[config.mk]
export PLATFORM = sky130hd
export DESIGN_NAME = operand_fetch
export DESIGN_NICKNAME = d
export VERILOG_FILES = /design/src/rtl/cpu_pkg.sv /design/src/rtl/scoreboard32.sv /design/src/rtl/operand_fetch.sv
export SDC_FILE = /design/constraint.sdc
export NUM_CORES = 1
export LEC_CHECK = 0
export ABC_AREA = 1
export BUFFER_PORTS_ARGS = -buffer_cell sky130_fd_sc_hd__clkbuf_2
export CAP_MARGIN = 20
export CORE_MARGIN = 3
export CORE_UTILIZATION = 41
export CTS_BUF_LIST = sky130_fd_sc_hd__clkbuf_8
export DETAILED_ROUTE_END_ITERATION = 10
export PLACE_DENSITY = 0.65
export SETUP_SLACK_MARGIN = 0.2
export SLEW_MARGIN = 15
export SYNTH_ARGS = -nofsm -noshare
export SYNTH_HDL_FRONTEND = slang
export SYNTH_HIERARCHICAL = 1
export SYNTH_SLANG_ARGS = --single-unit
[constraint.sdc]
create_clock -name clk -period 2.47 [get_ports clk]
set_input_delay 0.247 -clock clk [delete_from_list [all_inputs] [get_ports clk]]
set_output_delay 0.247 -clock clk [all_outputs]
set_load 0.01 [all_outputs]
[src/rtl/cpu_pkg.sv]
// Shared CPU parameters and types for the operand-fetch stage and its scoreboard.
package cpu_pkg;

  localparam int DATA_W_DEF   = 64;
  localparam int ADDR_W_DEF   = 5;
  localparam int ZERO_REG_DEF = 31;
  localparam int NUM_REGS     = 32;

  typedef logic [NUM_REGS-1:0] pending_t;

  // True when a writeback is writing the register being looked up this cycle.
  function automatic logic wb_hit(input logic wr, input logic [ADDR_W_DEF-1:0] wa,
                                  input logic [ADDR_W_DEF-1:0] ra);
    wb_hit = wr && (wa == ra);
  endfunction

endpackage

[src/rtl/scoreboard32.sv]
// Pending-write scoreboard: one bit per register, set on issue and cleared on writeback.
module scoreboard32
  import cpu_pkg::*;
#(
  parameter int ZERO_REG = ZERO_REG_DEF
) (
  input  logic                  clk,
  input  logic                  reset,
  input  logic                  set_en,
  input  logic [ADDR_W_DEF-1:0] set_addr,
  input  logic                  clr_en,
  input  logic [ADDR_W_DEF-1:0] clr_addr,
  output pending_t              pending
);

  pending_t pending_q;
  pending_t pending_d;

  // Set is applied after clear so a same-cycle issue to the same register wins.
  always_comb begin
    pending_d = pending_q;
    if (clr_en) begin
      pending_d[clr_addr] = 1'b0;
    end else begin
      pending_d = pending_d;
    end
    if (set_en) begin
      pending_d[set_addr] = 1'b1;
    end else begin
      pending_d = pending_d;
    end
    pending_d[ZERO_REG] = 1'b0;
  end

  always_ff @(posedge clk) begin
    if (reset) begin
      pending_q <= '0;
    end else begin
      pending_q <= pending_d;
    end
  end

  assign pending = pending_q;

endmodule

[src/rtl/operand_fetch.sv]
// Operand-fetch stage: hazard check against the scoreboard, writeback bypass,
// and a single registered output slot with valid/ready handshake.
module operand_fetch
  import cpu_pkg::*;
#(
  parameter int DATA_W   = DATA_W_DEF,
  parameter int ADDR_W   = ADDR_W_DEF,
  parameter int ZERO_REG = ZERO_REG_DEF
) (
  input  logic              clk,
  input  logic              reset,
  input  logic              in_valid,
  output logic              in_ready,
  input  logic [ADDR_W-1:0] in_sa,
  input  logic [ADDR_W-1:0] in_sb,
  input  logic [ADDR_W-1:0] in_da,
  input  logic              in_regWrite,
  input  logic [DATA_W-1:0] in_imm,
  input  logic              in_useImm,
  output logic [ADDR_W-1:0] rdAddrA,
  output logic [ADDR_W-1:0] rdAddrB,
  input  logic [DATA_W-1:0] rdDataA,
  input  logic [DATA_W-1:0] rdDataB,
  input  logic              wb_write,
  input  logic [ADDR_W-1:0] wb_addr,
  input  logic [DATA_W-1:0] wb_data,
  output logic              out_valid,
  input  logic              out_ready,
  output logic [DATA_W-1:0] out_a,
  output logic [DATA_W-1:0] out_b,
  output logic [ADDR_W-1:0] out_da,
  output logic              out_regWrite
);

  localparam logic [ADDR_W-1:0] ZERO_A = ADDR_W'(ZERO_REG);

  pending_t          pending;
  logic              haz_a;
  logic              haz_b;
  logic              haz_waw;
  logic              issue;
  logic [DATA_W-1:0] opnd_a;
  logic [DATA_W-1:0] opnd_b;

  logic              out_valid_q, out_valid_d;
  logic [DATA_W-1:0] out_a_q, out_a_d;
  logic [DATA_W-1:0] out_b_q, out_b_d;
  logic [ADDR_W-1:0] out_da_q, out_da_d;
  logic              out_regWrite_q, out_regWrite_d;

  function automatic logic [DATA_W-1:0] fwd(input logic [ADDR_W-1:0] addr,
                                            input logic [DATA_W-1:0] rd);
    if (addr == ZERO_A) begin
      fwd = '0;
    end else if (wb_hit(wb_write, wb_addr, addr)) begin
      fwd = wb_data;
    end else begin
      fwd = rd;
    end
  endfunction

  assign rdAddrA = in_sa;
  assign rdAddrB = in_sb;

  // A same-cycle writeback resolves the hazard, so in_ready follows wb_* but not in_valid.
  always_comb begin
    haz_a    = pending[in_sa] && !wb_hit(wb_write, wb_addr, in_sa);
    haz_b    = !in_useImm && pending[in_sb] && !wb_hit(wb_write, wb_addr, in_sb);
    haz_waw  = in_regWrite && pending[in_da] && !wb_hit(wb_write, wb_addr, in_da);
    in_ready = !(haz_a || haz_b || haz_waw) && (!out_valid_q || out_ready);
    issue    = in_valid && in_ready;
    opnd_a   = fwd(in_sa, rdDataA);
    if (in_useImm) begin
      opnd_b = in_imm;
    end else begin
      opnd_b = fwd(in_sb, rdDataB);
    end
  end

  always_comb begin
    out_valid_d    = out_valid_q;
    out_a_d        = out_a_q;
    out_b_d        = out_b_q;
    out_da_d       = out_da_q;
    out_regWrite_d = out_regWrite_q;
    if (issue) begin
      out_valid_d    = 1'b1;
      out_a_d        = opnd_a;
      out_b_d        = opnd_b;
      out_da_d       = in_da;
      out_regWrite_d = in_regWrite;
    end else if (out_ready) begin
      out_valid_d = 1'b0;
    end else begin
      out_valid_d = out_valid_q;
    end
  end

  always_ff @(posedge clk) begin
    if (reset) begin
      out_valid_q    <= 1'b0;
      out_a_q        <= '0;
      out_b_q        <= '0;
      out_da_q       <= '0;
      out_regWrite_q <= 1'b0;
    end else begin
      out_valid_q    <= out_valid_d;
      out_a_q        <= out_a_d;
      out_b_q        <= out_b_d;
      out_da_q       <= out_da_d;
      out_regWrite_q <= out_regWrite_d;
    end
  end

  assign out_valid    = out_valid_q;
  assign out_a        = out_a_q;
  assign out_b        = out_b_q;
  assign out_da       = out_da_q;
  assign out_regWrite = out_regWrite_q;

  scoreboard32 #(.ZERO_REG(ZERO_REG)) u_sb (
    .clk      (clk),
    .reset    (reset),
    .set_en   (issue && in_regWrite && (in_da != ZERO_A)),
    .set_addr (in_da),
    .clr_en   (wb_write),
    .clr_addr (wb_addr),
    .pending  (pending)
  );

endmodule

# --- Yosys cells after proc, flatten, opt, wreduce, memory -nomap -nowiden ---
# Index checks and enable logic that the tools add are counted.
word_totals:
  register_bits: 166
  in_bits: 283
  output_inout_bits: 146
  elab_cells: 64
op_classes:
  order_cmp: 6
  n_eq_ne: 6
  mux: 19
  bitwise: 3
  n_reduce_logical: 24
op_table:
  columns: ["op", "count"]
  rows:
  - ["64-bit 2-to-1 mux", 5]
  - ["31-bit 2-to-1 mux", 2]
  - ["31-bit AND", 1]
  - ["31-bit inverter", 1]
  - ["31-bit OR", 1]
  - ["5-bit by 6-bit < comparator with 1-bit output, second input constant", 4]
  - ["1-bit binary-select mux with 5-bit select", 3]
  - ["5-bit == test", 3]
  - ["1-bit logical AND", 14]
  - ["1-bit demux with 5-bit select", 2]
  - ["5-bit == test, second input constant", 2]
  - ["5-bit by 1-bit greater-or-equal comparator with 1-bit output, second input constant", 2]
  - ["1-bit 2-to-1 mux", 7]
  - ["1-bit logical NOT", 6]
  - ["5-bit != test, second input constant", 1]
  - ["1-bit logical OR", 3]
  - ["2-bit nonzero test", 1]

# --- Depth between registers and ports, before layout ---
# Gate-level depths: netlist (run 1).
logic_depth:
  depth_word: 12
  depth_mapped: 20
  ltp_nobuf: 18

# --- Modules after synthesis ---
# The synthesis (run 1) kept the hierarchy.
by_module_without_submodules:
  columns: ["module", "instances", "cells_each", "area_per_inst_um2", "seq_area_each_um2"]
  rows:
  - ["operand_fetch", 1, 1830, 9776.9, 2702.6]
  - ["scoreboard32", 1, 204, 1378.8, 620.6]

# --- Worst setup path after synthesis (run 1) ---
# Ideal clock, no wire load.
synth_path:
  path_type: "input to register"
  start: "in in_sa[0]"
  end: "reg u_sb.pending_q[12] (netlist: u_sb/pending[12])"
  setup_time_ps: 70
  arrival_time_ps: 2174
  required_time_ps: 2400
  slack_ps: 225
  cell_stages: 18
  n_path_buf: 3
  cell_sequence: "buf_6 inv_4 buf_6 nand2_1 nand3_1 nand3_1 nand3_1 nand2_1 nand3_1 nand2_1 nor2_4 buf_2 nand4_1 a21oi_1 inv_1 nor3_2 nand2_1 a21oi_1"
synth_via:
  elab_chain_cells: 12
  elab_cells_between_ends: 14
  classes_between: "eq/ne: 1; mux: 3; reduce/logical: 10"
synth_rtl:
  columns: ["item", "line", "source"]
  rows:
  - ["start: declaration", "operand_fetch.sv:14", "input logic [ADDR_W-1:0] in_sa,"]
  - ["branches (longest 3 deep; another with 1-bit binary-select mux with 5-bit select)", null, null]
  - ["1-bit logical AND (*)", "operand_fetch.sv:67", "haz_a = pending[in_sa] && !wb_hit(wb_write, wb_addr, in_sa);"]
  - ["1-bit logical OR (*) (2 in a row)", "operand_fetch.sv:70", "in_ready = !(haz_a || haz_b || haz_waw) && (!out_valid_q || out_ready);"]
  - ["1-bit logical NOT (*)", "operand_fetch.sv:70", null]
  - ["1-bit logical AND (*)", "operand_fetch.sv:70", null]
  - ["1-bit logical AND (*)", "operand_fetch.sv:71", "issue = in_valid && in_ready;"]
  - ["1-bit logical AND (*) (2 in a row)", "operand_fetch.sv:124", ".set_en (issue && in_regWrite && (in_da != ZERO_A)),"]
  - ["31-bit 2-to-1 mux (*)", "scoreboard32.sv:27", "if (set_en) begin"]
  - ["end signal: assignment", "scoreboard32.sv:39", "pending_q <= pending_d;"]
  - ["end: declaration", "scoreboard32.sv:16", "pending_t pending_q;"]
# Every way passes the cells marked *. The select of a mux whose other input is x is not followed.
# A chain may end at the register's enable or synchronous reset.

# --- Worst setup path in the final report (run 1) ---
layout_path:
  start: "reg u_sb.pending_q[9] (netlist: u_sb/pending[9])"
  end: "reg out_da_q[3] (netlist: out_da[3])"
layout_via:
  elab_chain_cells: 9
  elab_cells_between_ends: 16
  classes_between: "mux: 6; reduce/logical: 10"
layout_rtl:
  columns: ["item", "line", "source"]
  rows:
  - ["1-bit binary-select mux with 5-bit select", "operand_fetch.sv:68", "haz_b = !in_useImm && pending[in_sb] && !wb_hit(wb_write, wb_addr, in_sb);"]
  - ["1-bit 2-to-1 mux (implied by the code)", "operand_fetch.sv:68", null]
  - ["1-bit logical AND (2 in a row)", "operand_fetch.sv:68", null]
  - ["1-bit logical OR", "operand_fetch.sv:70", null]
  - ["1-bit logical OR (*)", "operand_fetch.sv:70", null]
  - ["1-bit logical NOT (*)", "operand_fetch.sv:70", null]
  - ["1-bit logical AND (*)", "operand_fetch.sv:70", null]
  - ["1-bit logical AND (*)", "operand_fetch.sv:71", null]
  - ["end signal: assignment", "operand_fetch.sv:110", "out_da_q <= out_da_d;"]
  - ["end: declaration", "operand_fetch.sv:48", "logic [ADDR_W-1:0] out_da_q, out_da_d;"]
# Mark *: on every way between the ends. The rest lies on a longest branch, timed or not. The select of a mux whose other input is x is not followed.

==> results of run 1 <==
-- layout make-up --
class	instances	area, sq um
multi-input cells	1406	6302
diodes	5	12.51
clock inverters	14	142.6
fillers	2748	11000
flip-flops and latches	166	3351
inverters	335	1262
repair buffers	539	3707
well taps	335	419.2
clock buffers	17	234.0
-- logic make-up (layout without fill, tap and decap cells) --
logic type | Yosys count | in the layout | synth area share (%)
flops | 166 | 166 | 29.79
simple gates | 1157 | 1157 | 41.46
other cells | 1 | 6 | 0.03362
compound gates | 247 | 247 | 11.34
xor+xnor | 1 | 1 | 0.07852
buf+inv | 462 | 905 | 17.29
-- worst paths after layout --
kind,from,end,slack [ns],cells after the start
worst max-delay path,u_sb/pending[9]$_SDFF_PP0_,out_da[3]$_SDFFE_PP0P_,0.12,21
worst min register to register,out_regWrite$_SDFFE_PP0P_,out_regWrite$_SDFFE_PP0P_,0.47,2
worst max register to register,u_sb/pending[9]$_SDFF_PP0_,out_da[3]$_SDFFE_PP0P_,0.12,21
worst min-delay path,in_imm[5],out_b[5]$_SDFFE_PP0P_,0.09,5
-- power groups by stage --
| stage | sequential, mW | combinational [mW] | clock (mW) |
|---|---|---|---|
| 2_1_floorplan | 3.17 | 1.09 | 0 |
| 3_3_place_gp | 3.07 | 2.06 | 0 |
| 3_5_place_dp | 3.08 | 2.07 | 0 |
| 4_1_cts | 3.02 | 2.20 | 2.04 |
| 5_1_grt | 3.04 | 2.79 | 2.15 |
| 6_report | 3.02 | 2.55 | 2.02 |
-- per-layer routing --
| metal | vias up | global-route usage, % | share of wire [%] |
|---|---|---|---|
| li1 | 6998 | - | - |
| met2 | 646 | 52.67 | 47 |
| met5 | - | 0 | 0.088 |
| met3 | 123 | 7.486 | 8.5 |
| met1 | 6403 | 38.59 | 40 |
| met4 | 6 | 11.55 | 3.7 |
-- cell usage after synthesis (all sizes together) --
cell,n
dfxtp,166
nand2,673
nand3,73
conb,1
and2,1
nor2,352
buf,75
o22ai,9
inv,335
or2,1
nor3,9
o21ai,134
clkbuf,52
a31oi,1
nor4,1
a21oi,99
o211ai,4
nand4,47
xor2,1
-- registers in the layout (all words and copies together) (netlist names) --
register,flops
out_valid,1
out_b,64
out_da,5
u_sb/pending,31
out_a,64
out_regWrite,1
-- stage by stage --
step	setup TNS, ns	utilization [%]	worst slack (ns)	total power, mW
floorplan	0	-	0.2250	4.257
global placement	0	52.05	0.1837	5.132
detailed placement	0	52.05	0.07261	5.149
CTS	0	54.50	0.1008	7.254
global route	-0.03801	58.38	-0.009028	7.990
finish	0	58.39	0.1181	7.589
-- layout by cell type, fill, tap and decap left out, types with 8 or more instances in the layout --
| cell type | instances |
|---|---|
| nand2_1 | 632 |
| clkbuf_2 | 426 |
| nor2_1 | 335 |
| inv_1 | 316 |
| dfxtp_1 | 148 |
| o21ai_0 | 131 |
| a21oi_1 | 71 |
| nand3_1 | 57 |
| buf_4 | 57 |
| nand4_1 | 47 |
| nand2_2 | 37 |
| a21oi_2 | 28 |
| inv_2 | 18 |
| clkbuf_16 | 18 |
| clkbuf_8 | 17 |
| dfxtp_2 | 16 |
| nand3_2 | 13 |
| nor2_2 | 13 |
| buf_6 | 13 |
| buf_12 | 10 |
| o22ai_1 | 9 |
| buf_16 | 8 |
-- repair_timing --
action,in CTS,in global routing
buffers inserted,8,6
gates cloned,4,26
resized for setup,29,135
pin swaps,8,69
setup endpoints to repair,3,163
hold buffers,0,0
endpoints found under the hold margin,0,0
-- worst max-delay path: stages (launching register included) --
cell       delay (ns)
dfxtp_1          0.32
inv_1            0.14
nand2_1          0.08
nand3_1          0.09
nand2_1          0.06
nand2_1          0.05
nand2_1          0.05
inv_1            0.05
nand2_1          0.05
nand3_2          0.07
nand2_2          0.07
nor2_4           0.13
buf_6            0.13
buf_4            0.11
buf_6            0.09
nand3_4          0.12
buf_12           0.21
buf_8            0.14
clkbuf_16        0.14
nand2_1          0.05
nand2_1          0.04
nor2_1           0.08
==> results by stage, run 1 <==
Run status:
- The flow ran to the end, and the final reports show no timing, DRC or antenna violations.

Critical path:
- The category of the most critical setup path is reg -> reg.
- The signal arrival time at the worst endpoint is 2.76 ns.
- The kind of end point of the critical path is a register.
- The maximum fanout encountered on the critical timing path is 9.
- Data on the critical path is required at its endpoint by 2.88 ns.
- STA classifies the critical path startpoint as a register.

Run:
- The count of maximum capacitance violations is 0.

Clocking:
- For the worst-skew pair, the clock arrives at the later sink with an insertion delay of 0.49 ns.
- The number of buffers added by the clock tree synthesis step is 17.
- In this run the deepest clock path goes through 2 buffers.
- In this run the clock root is driven by a clkbuf_8.
- For this design, the sink count on the clock tree is 166.
- TritonCTS built the clock tree.
- CTS built an H-tree with a depth of 4.
- After clock tree synthesis, the clock-pin slew on the worst setup and hold paths is 0.12 ns.

Floorplanning:
- From bottom edge to top edge, the die measures 171.0 microns.
- The starting density of the core is 42.21%.
- The core region is 0.02643 sq mm.
- 429 I/O pins were placed.
- The horizontal extent of the die is 171.0 microns.
- The die covers 0.02922 sq mm.
- The row count is 59.

Routing:
- In the final routed layout, each cell accounts on average for 18.19 microns.
- The routed design has 51,230 microns of wire.
- Dividing the detail-routed via count by the number of cells gives 5.032.
- The number of antenna-violating nets in the routed design is 0.
- The starting DRC count in detailed routing is 1,263.
- Detailed routing inserted a total of 14,176 vias.
- The first-pass detailed-route iteration total is 6.
- For this run, design rule violations remaining after detail routing come to 0.

Placed design:
- The count of input and output buffers is 428.
- Routability-driven placement finished with a final weighted congestion of 0.9371.
- The half-perimeter wire length of the detailed placement result is 34,040 microns.
- The post-detailed-placement cell area is 0.01376 sq mm.
- Once placement completed, the tool counted placed cells totaling 2,737.

Final layout:
- The final instance area is 0.01543 sq mm.
- Of the cells placed in the final design, the portion with a size suffix greater than 1 is 29.03%.
- After the last flow step, the layout net total stands at 2,748.
- Excluding fillers, the count of instances in the completed layout stands at 2,817.
- The area growth from synthesis to layout is 38.32%.

GRT:
- Entering global routing, the biggest net connects 72 pins.
- The wire length of the first global-routing pass is 71,240 microns.
- The initial antenna violation count is 7.
- The overall overflow remaining after global route is 0.
- The number of global-route vias before repair is 12,865.
- Across every metal layer, demand over resource in global routing totals 31.15%.

Power and ir drop:
- The total power per unit cell area is 491.8 mW/mm^2.
- Net switching is 36.88% of the power.
- The internal portion of the total power is 4.790 mW.
- Combinational cells account for 33.7% of the total power.
- The analysis attributes to cell leakage a power of 8.740 nW.
- The maximum resistive drop on vdd is 332.3 uV.
- Sequential cells account for 39.8% of the total power.
- The power spent charging and discharging nets is 2.799 mW.
- The power share of the clock group is 26.6%.

Timing:
- After layout, the minimum clock period comes to 2.352 ns.
- The final-layout worst hold slack is 0.09103 ns.
- Static timing analysis puts the maximum clock frequency at 425.2 MHz.
- The worst clock skew on the final layout is 0.02618 ns.
- Setup violations remaining at the end of the flow were counted as 0.
- Setup repair after global routing could not meet its margin everywhere.
- For the pin with the worst max-slew slack, the measured transition is 0.8613 ns.
- The final-report hold violation count came to 0.
- The number of slew-limit violations in the final report came to 0.
- Dividing the final minimum period by the clock period gives 95.22%.
- The normalized max-slew margin is 42.58%.

Synthesis:
- The share of the Yosys chip area taken by registers is 29.79%.
- By area the synthesized netlist is led by dfxtp_1 (30%), nand2_1 (23%), nor2_1 (12%), inv_1 (11%), o21ai_0 (5.9%).
- Summed over its instances, the top area cell type makes up 29.79% of the synthesized netlist area.
- The post-synthesis cell type count is 29.
- The synthesized area is 0.01116 sq mm.
- The net count of the mapped netlist is 2,317.
- The synthesized design contains 166 register bits.
- Counting every instance in the synthesized netlist gives 2,034.
- The cell type contributing the most total cell area after synthesis is dfxtp_1.
- The mean instance size in the synthesized netlist is 5.485 sq um.
- The count of warnings emitted by yosys is 6.

Hold path:
- The worst hold-check path type is in -> reg.
No activity file was read; power rests on OpenSTA's default activity.
==> run 2, diff against run 1 <==
--- a/config.mk
+++ b/config.mk
@@ -6,7 +6,7 @@
 export NUM_CORES = 1
 export LEC_CHECK = 0
 export ABC_AREA = 1
-export BUFFER_PORTS_ARGS = -buffer_cell sky130_fd_sc_hd__clkbuf_2
+export BUFFER_PORTS_ARGS = -buffer_cell sky130_fd_sc_hd__buf_2
 export CAP_MARGIN = 20
 export CORE_MARGIN = 3
 export CORE_UTILIZATION = 41
==> run 2 against run 1 <==
- cell area is 5.2% lower
- setup slack worse by 0.017 ns
- via count is 0.71% lower
- clock power is 6% higher
- global-route usage is 0.65 points lower
- critical path type unchanged
- critical endpoint is now u_sb/pending[0]$_SDFF_PP0_
- largest cell class unchanged
==> results by stage, run 2 (synthesis gave the netlist of run 1 again) <==
Run:
- The count of maximum capacitance violations came to 0 (unchanged).

Clocking:
- The CTS tree was done (unchanged).
- The maximum count of clock buffers along a single path is 2 (unchanged).
- The clock slew seen by the registers of the worst setup and hold paths is 0.11 ns (was 0.12 ns).
- The number of buffers added by the clock tree synthesis step is 17 (unchanged).
- The clock network latency to the later pin of the worst-skew pair is 0.49 ns (about the same).
- The H-tree depth reported by CTS is 4 (unchanged).
- The root buffer cell was clkbuf_8 (unchanged).
- The number of clock sinks is 166 (unchanged).

Placed design:
- The count of input and output buffers was 428 (unchanged).
- The worst setup slack after placement is 0.1183 ns (was 0.07261 ns).
- The half-perimeter wire length of the detailed placement result came to 33,510 microns (was 34,040 microns).
- The routability congestion estimate from global placement is 0.9328 (was 0.9371).

GRT:
- The number of global-route vias before repair is 12,633 (was 12,865).
- The wire length of the first global-routing pass is 69,760 microns (was 71,240 microns).
- The overall overflow remaining after global route is 0 (unchanged).
- The initial antenna violation count is 13 (was 7).
- The total routing resource utilization after global routing is 30.50% (was 31.15%).
- The pin count of the biggest net entering global routing came to 129 (was 72).

Floorplanning:
- The die extent in y came to 171.0 microns (unchanged).
- The row count is 59 (unchanged).
- The die area is 0.02922 sq mm (unchanged).
- The placeable core region came to 0.02643 sq mm (unchanged).
- The top-level port count came to 429 (unchanged).
- The starting density of the core was 42.21% (unchanged).
- The horizontal extent of the die came to 171.0 microns (unchanged).

Final layout:
- The leading cell type in the layout, fill and taps excluded is nand2_1 (unchanged).
- The share of layout cells above drive strength 1 is 26.02% (was 29.03%).
- The share of the core filled with cells in the final layout is 55.36% (was 58.39%).
- The area added between synthesis and finish is 31.16% (was 38.32%).
- The final-stage net count is 2,714 (was 2,748).
- Commonest cells after routing, fill and taps aside: nand2_1 (664), buf_2 (427), nor2_1 (343) (was nand2_1 (632), clkbuf_2 (426), nor2_1 (335)).

Timing:
- The count of final setup violators was 0 (unchanged).
- The final critical-path share of the clock period is 95.91% (was 95.22%).
- The normalized max-slew margin came to 40.41% (was 42.58%).
- The number of slew-limit violations in the final report is 0 (unchanged).
- The final period demand of the worst path is 2.369 ns (was 2.352 ns).
- The worst path setup slack after routing is 0.1011 ns (was 0.1181 ns).
- The timing-limited maximum frequency is 422.1 MHz (was 425.2 MHz).
- The final-report hold violation count is 0 (unchanged).
- RSZ-0062 raised after global routing: yes (unchanged).
- The worst clock skew on the final layout is 0.02818 ns (was 0.02618 ns).
- The transition time at the pin with the least slew margin was 0.8938 ns (was 0.8613 ns).

Critical path:
- The beginning of the critical path is u_sb/pending[4]$_SDFF_PP0_ (was u_sb/pending[9]$_SDFF_PP0_).
- The required time at the endpoint of the critical path is 2.87 ns (was 2.88 ns).
- The kind of end point of the critical path is a register (unchanged).
- The maximum fanout encountered on the critical timing path is 6 (was 9).
- The endpoint of the worst setup timing path is u_sb/pending[0]$_SDFF_PP0_ (was out_da[3]$_SDFFE_PP0P_).
- The worst reg2reg path endpoint was u_sb/pending[0]$_SDFF_PP0_ (was out_da[3]$_SDFFE_PP0P_).
- Cell Chain, Critical Path: inv_1 -> nand2_1 -> nand3_1 -> nand3_1 -> nand3_1 -> nand2_1 -> nand3_2 -> nand2_2 -> nor2_4 -> buf_4 -> nand4_1 -> a21oi_2 -> inv_1 -> nor3_2 -> buf_4 -> nand2_1 -> a21oi_1 (was inv_1 -> nand2_1 -> nand3_1 -> nand2_1 -> nand2_1 -> nand2_1 -> inv_1 -> nand2_1 -> nand3_2 -> nand2_2 -> nor2_4 -> buf_6 -> buf_4 -> buf_6 -> nand3_4 -> buf_12 -> buf_8 -> clkbuf_16 -> nand2_1 -> nand2_1 -> nor2_1).
- The signal arrival time at the worst endpoint is 2.77 ns (was 2.76 ns).
- The maximum cell stage delay along the critical path came to 0.35 ns (was 0.32 ns).
- The reg-to-reg startpoint was u_sb/pending[4]$_SDFF_PP0_ (was u_sb/pending[9]$_SDFF_PP0_).
- The category of the most critical setup path is reg -> reg (unchanged).
- The count of cells along the worst register-to-register path is 17 (was 21).
- The standard cell with the maximum stage delay on the critical path is dfxtp_2 (was dfxtp_1).
- The sort of element at the start of the critical path is a register (unchanged).
- The reg2reg setup slack was 0.10 ns (was 0.12 ns).

Routing:
- The number of antenna-violating nets in the routed design is 0 (unchanged).
- The detailed-route DRC error count was 0 (unchanged).
- The final routed wire length divided by cell count was 17.05 microns (was 18.19 microns).
- The starting DRC count in detailed routing came to 1,289 (was 1,263).
- The aggregate routed wire length came to 47,520 microns (was 51,230 microns).
- The first-pass detailed-route iteration total is 5 (was 6).
- The average via count per standard cell is 5.049 (was 5.032).
- The overall via count from detail_route came to 14,076 (was 14,176).

Power and ir drop:
- The total power per unit cell area is 505.4 mW/mm^2 (was 491.8 mW/mm^2).
- The static leakage is 8.366 nW (was 8.740 nW).
- The maximum resistive drop on vdd is 267.6 uV (was 332.3 uV).

Run status:
- Result of the run: finished, final reports clean (unchanged).

Hold path:
- The worst hold-check path type is in -> reg (unchanged).
[run 2: cell count changes in the layout (fill, tap and decap cells not counted), sizes merged]
cell      before  now
clkbuf       461   21
buf           93  499
diode          5    9
clkinv         4    2
bufbuf         2    3
bufinv         1    2
clkinvlp       1    2
[run 2: worst max-delay path, delay by kind of cell, from the launching register on]
kind | cells | cell delay, ns
DFF | 1 | 0.35
buffers and inverters | 4 | 0.50
and+or+nand+nor | 11 | 1.09
AOI/OAI and AO/OA | 2 | 0.36
[run 2: cell type report]
type                    instances  area, sq um
diodes                          9        22.52
clock buffers                  18        247.7
flip-flops and latches        166         3353
fillers                      2806        11800
multi-input cells            1406         6078
clock inverters                14        162.7
well taps                     335        419.2
repair buffers                505         3083
inverters                     335         1265
[run 2: how the worst min path moves through the flow]
stage / from / endpoint / slack, ns / cells past startpoint
after floorplan: reset / out_regWrite$_SDFFE_PP0P_ / 0.32 / 1
after global placement: u_sb/pending[18]$_SDFF_PP0_ / u_sb/pending[18]$_SDFF_PP0_ / 0.45 / 2
after detailed placement: u_sb/pending[22]$_SDFF_PP0_ / u_sb/pending[22]$_SDFF_PP0_ / 0.45 / 2
after CTS: in_imm[23] / out_b[23]$_SDFFE_PP0P_ / 0.08 / 5
after global routing: in_imm[0] / out_b[0]$_SDFFE_PP0P_ / 0.09 / 5
final: in_imm[26] / out_b[26]$_SDFFE_PP0P_ / 0.09 / 5
[run 2: routing by layer]
layer | global-route usage, % | part of all wire (%) | up-vias | routed length [microns]
met2 | 51.01 | 48 | 632 | 22920
li1 | - | - | 6935 | -
met4 | 11.65 | 3.4 | 8 | 1624
met5 | 0 | 0.088 | - | 42
met1 | 38.16 | 40 | 6409 | 19040
met3 | 7.232 | 8.2 | 92 | 3901
[run 2: report_power, final]
group          switching [mW]  leakage [nW]  internal (mW)
clock                    1.18         0.207          0.957
combinational            1.35          6.79          0.901
sequential              0.115          1.37           2.90
[run 2: per-stage QoR]
stage | instances | hold slack [ns] | total power [mW] | TNS [ns] | cell area, sq um
floorplan | 2034 | 0.3161 | 4.257 | 0 | 11160
global placement | 2729 | 0.4482 | 5.116 | 0 | 13710
detailed placement | 2729 | 0.4530 | 5.137 | 0 | 13710
CTS | 2770 | 0.07802 | 7.341 | 0 | 14340
global route | 2787 | 0.09408 | 7.792 | -0.4093 | 14630
finish | 2788 | 0.09304 | 7.395 | 0 | 14630
[run 2: what timing repair did]
| item | 4_1_cts | 5_1_grt |
|---|---|---|
| pin swaps | 7 | 33 |
| setup endpoints to repair | 1 | 130 |
| buffers inserted | 6 | 5 |
| endpoints found under the hold margin | 0 | 0 |
| cloned | 3 | 4 |
| gates resized for setup | 49 | 42 |
| hold buffers | 0 | 0 |
==> run 3, diff against run 2 <==
--- a/config.mk
+++ b/config.mk
@@ -8,14 +8,13 @@
 export ABC_AREA = 1
 export BUFFER_PORTS_ARGS = -buffer_cell sky130_fd_sc_hd__buf_2
 export CAP_MARGIN = 20
-export CORE_MARGIN = 3
-export CORE_UTILIZATION = 41
+export CORE_AREA = 3 3 164 166
 export CTS_BUF_LIST = sky130_fd_sc_hd__clkbuf_8
 export DETAILED_ROUTE_END_ITERATION = 10
-export PLACE_DENSITY = 0.65
+export DIE_AREA = 0 0 167 169
+export PLACE_DENSITY = 0.67
 export SETUP_SLACK_MARGIN = 0.2
 export SLEW_MARGIN = 15
 export SYNTH_ARGS = -nofsm -noshare
 export SYNTH_HDL_FRONTEND = slang
-export SYNTH_HIERARCHICAL = 1
 export SYNTH_SLANG_ARGS = --single-unit
==> run 3 against run 2 <==
- critical path depth is 5 lower
- synthesized cell count is 21% lower
- first-iteration DRC count is 11% higher
- largest cell class unchanged
==> results by stage, run 3 <==
Clocking:
- The quantity of hold-fixing buffers added after cts came to 0 (unchanged).
- The clock network latency to the later pin of the worst-skew pair came to 0.46 ns (was 0.49 ns).
- The number of clock sinks is 166 (unchanged).
- The root buffer cell is clkbuf_8 (unchanged).
- The maximum count of clock buffers along a single path is 2 (unchanged).
- The H-tree depth reported by CTS is 4 (unchanged).
- The number of buffers added by the clock tree synthesis step came to 17 (unchanged).
- The clock slew seen by the registers of the worst setup and hold paths is 0.10 ns (was 0.11 ns).
- The CTS tree is done (unchanged).

Timing:
- The worst clock skew on the final layout came to 0.02477 ns (was 0.02818 ns).
- The count of final setup violators is 0 (unchanged).
- The final critical-path share of the clock period is 89.08% (was 95.91%).
- The transition time at the pin with the least slew margin is 0.7934 ns (was 0.8938 ns).
- The timing-limited maximum frequency came to 454.5 MHz (was 422.1 MHz).
- The normalized max-slew margin came to 47.10% (was 40.41%).
- RSZ-0062 raised after global routing: yes (unchanged).
- The final-report hold violation count is 0 (unchanged).
- The number of slew-limit violations in the final report is 0 (unchanged).
- The final period demand of the worst path is 2.200 ns (was 2.369 ns).
- The sum of negative setup slack is 0 ns (unchanged).

Synthesis:
- The sequential share of the synthesized area is 33.23% (was 29.79%).
- The count of flip-flops with a built-in enable after synthesis is 0 (unchanged).
- The top cell type's share of synthesized area is 33.23% (was 29.79%).
- The total of flip-flops plus latches after synthesis is 166 (unchanged).
- Biggest area contributors in the synthesized netlist: dfxtp_1 (33%), nand2_1 (16%), a21oi_1 (12%), nand3_1 (10%), o21ai_0 (8.3%) (was dfxtp_1 (30%), nand2_1 (23%), nor2_1 (12%), inv_1 (11%), o21ai_0 (5.9%)).
- The count of mapped cells out of synthesis came to 1,603 (was 2,034).
- The post-synthesis cell type count is 23 (was 29).
- The most used flip-flop cell after synthesis was dfxtp_1 (unchanged).
- The count of warnings emitted by yosys is 0 (was 6).
- The net count of the mapped netlist was 1,886 (was 2,317).
- The fraction of registers with async set or reset after synthesis is 0% (unchanged).
- The cell type contributing the most total cell area after synthesis was dfxtp_1 (unchanged).
- The mean instance size in the synthesized netlist was 6.238 sq um (was 5.485 sq um).
- Cell types with the highest counts after synthesis: nand2_1 (424), a21oi_1 (235), nand3_1 (208) (was nand2_1 (673), nor2_1 (348), inv_1 (322)).
- The most frequently used cell type in the post-synthesis netlist is nand2_1 (unchanged).
- The synthesized area is 0.01000 sq mm (was 0.01116 sq mm).

Final layout:
- The area added between synthesis and finish is 32.46% (was 31.16%).
- The final-stage net count is 2,252 (was 2,714).
- The leading cell type in the layout, fill and taps excluded is buf_2 (was nand2_1).
- The share of layout cells above drive strength 1 is 29.87% (was 26.02%).
- Commonest cells after routing, fill and taps aside: buf_2 (425), nand2_1 (421), a21oi_1 (230) (was nand2_1 (664), buf_2 (427), nor2_1 (343)).
- The final instance area came to 0.01325 sq mm (was 0.01463 sq mm).

Power and ir drop:
- The register share of total power is 42.5% (was 40.7%).
- The logic gate share of total power is 26.7% (was 30.4%).
- The share of total power consumed by net switching is 34.60% (was 35.73%).
- The overall power after layout is 6.806 mW (was 7.395 mW).
- The power spent charging and discharging nets came to 2.355 mW (was 2.642 mW).
- The power share of the clock group came to 30.8% (was 28.9%).
- The total power per unit cell area is 513.8 mW/mm^2 (was 505.4 mW/mm^2).
- The internal power is 4.451 mW (was 4.753 mW).
- The maximum resistive drop on vdd is 306.7 uV (was 267.6 uV).
- The static leakage is 6.021 nW (was 8.366 nW).

GRT:
- The initial antenna violation count is 7 (was 13).
- The overall overflow remaining after global route is 0 (unchanged).
- The pin count of the biggest net entering global routing is 134 (was 129).
- The wire length of the first global-routing pass was 68,490 microns (was 69,760 microns).
- The total routing resource utilization after global routing was 30.11% (was 30.50%).
- The number of global-route vias before repair came to 12,296 (was 12,633).

Placed design:
- The half-perimeter wire length of the detailed placement result is 31,010 microns (was 33,510 microns).
- The routability congestion estimate from global placement is 0.9965 (was 0.9328).
- The count of input and output buffers came to 428 (unchanged).
- The post-detailed-placement cell area is 0.01257 sq mm (was 0.01371 sq mm).

Routing:
- The aggregate routed wire length is 45,320 microns (was 47,520 microns).
- The overall via count from detail_route was 13,153 (was 14,076).
- The first-pass detailed-route iteration total was 5 (unchanged).
- The final routed wire length divided by cell count was 19.50 microns (was 17.05 microns).
- The starting DRC count in detailed routing is 1,434 (was 1,289).
- The number of antenna-violating nets in the routed design came to 0 (unchanged).
- The detailed-route DRC error count came to 0 (unchanged).
- The average via count per standard cell is 5.660 (was 5.049).

Floorplanning:
- The horizontal extent of the die was 167 microns (was 171.0 microns).
- The top-level port count is 429 (unchanged).
- The die area is 0.02822 sq mm (was 0.02922 sq mm).
- The row count is 59 (unchanged).
- The placeable core region is 0.02576 sq mm (was 0.02643 sq mm).
- The die extent in y is 169 microns (was 171.0 microns).
- The starting density of the core was 38.81% (was 42.21%).

Critical path:
- The sort of element at the start of the critical path was a register (unchanged).
- The signal arrival time at the worst endpoint is 1.95 ns (was 2.77 ns).
- The kind of end point of the critical path is an output port (was register).
- The reg2reg setup slack is 0.30 ns (was 0.10 ns).
- The category of the most critical setup path is reg -> out (was reg -> reg).
- The maximum fanout encountered on the critical timing path is 4 (was 6).
- The required time at the endpoint of the critical path is 2.22 ns (was 2.87 ns).

Hold path:
- The worst hold-check path type is in -> reg (unchanged).

Run:
- The count of maximum capacitance violations came to 0 (unchanged).

Run status:
- Result of the run: finished, final reports clean (unchanged).
-- run 3: cell types whose count changed after synthesis, sizes merged, moves of 4 or more --
cell,previous run,this run
nand4,47,68
o21ai,134,166
nand2,673,424
nand3,73,227
o211ai,4,0
inv,335,53
a21oi,99,235
nor4,1,6
nor2,352,84
clkbuf,52,74
-- run 3: final cells by class --
class	instances	area, sq um
inverter	55	206.4
sequential	166	3361
antenna	7	17.52
clock inverter	15	166.4
tap	335	419.2
clock buffer	17	234.0
timing repair buffer	499	3014
fill	2674	12520
multi-input combinational	1230	5827
-- run 3: layer usage --
layer | GRT usage (%) | part of all wire (%)
met1 | 38.90 | 40
met4 | 11.51 | 3.2
met2 | 49.76 | 48
met5 | 0 | 0.029
met3 | 6.049 | 8.9
-- run 3: path summary, 6_finish.rpt --
check | start | to | depth (start not counted)
worst max-delay path | u_sb.pending[3]$_SDFF_PP0_ | in_ready | 12
worst min-delay path | out_ready | out_valid$_SDFFE_PP0P_ | 4
worst max register to register | u_sb.pending[3]$_SDFF_PP0_ | out_b[40]$_SDFFE_PP0P_ | 15
worst min register to register | out_a[6]$_SDFFE_PP0P_ | out_a[6]$_SDFFE_PP0P_ | 2
-- run 3: kinds of logic (layout without fill, tap and decap cells) --
| logic type | Yosys count | after routing | synth area share, % |
|---|---|---|---|
| other | 0 | 7 | 0 |
| flip-flops | 166 | 166 | 33.23 |
| AO/OA/AOI/OAI | 408 | 408 | 20.51 |
| AND/OR/NAND/NOR | 822 | 822 | 36.80 |
| buffers and inverters | 207 | 586 | 9.460 |
-- run 3: worst max-delay path, cell delays in order, from the launching register on --
cell and delay [ns]:
dfxtp_4 0.38, nand2_2 0.07, nand2_2 0.05, nand2_1 0.05, nand2_1 0.05, nand2_1 0.06
nand2_1 0.05, nor2_1 0.09, nand2_1 0.07, a21oi_2 0.19, and3_4 0.24, buf_12 0.11
buf_6 0.09
-- run 3: per-stage QoR --
step / hold WS (ns) / setup slack (ns) / std cells / utilization (%)
floorplan: 0.4206 / 0.5503 / 1603 / -
global placement: 0.4480 / 0.1005 / 2272 / 48.80
detailed placement: 0.4505 / 0.06326 / 2272 / 48.80
CTS: 0.07015 / 0.2075 / 2308 / 50.64
global route: 0.07660 / 0.1331 / 2322 / 51.39
finish: 0.09412 / 0.2697 / 2324 / 51.41
-- run 3: what timing repair did --
item                       4_1_cts  5_1_grt
setup buffers                    3        7
gates resized for setup         12       31
pin swaps                        2        6
gates cloned                     1        2
setup endpoints to repair        1      125
-- run 3: power by group through the flow --
stage	Clock (mW)	Combinational [mW]	Sequential, mW
finish	2.10	1.82	2.89
CTS	2.14	1.74	2.89
detailed placement	0	1.70	2.95
floorplan	0	0.859	3.01
global placement	0	1.69	2.95
global route	2.24	1.97	2.91
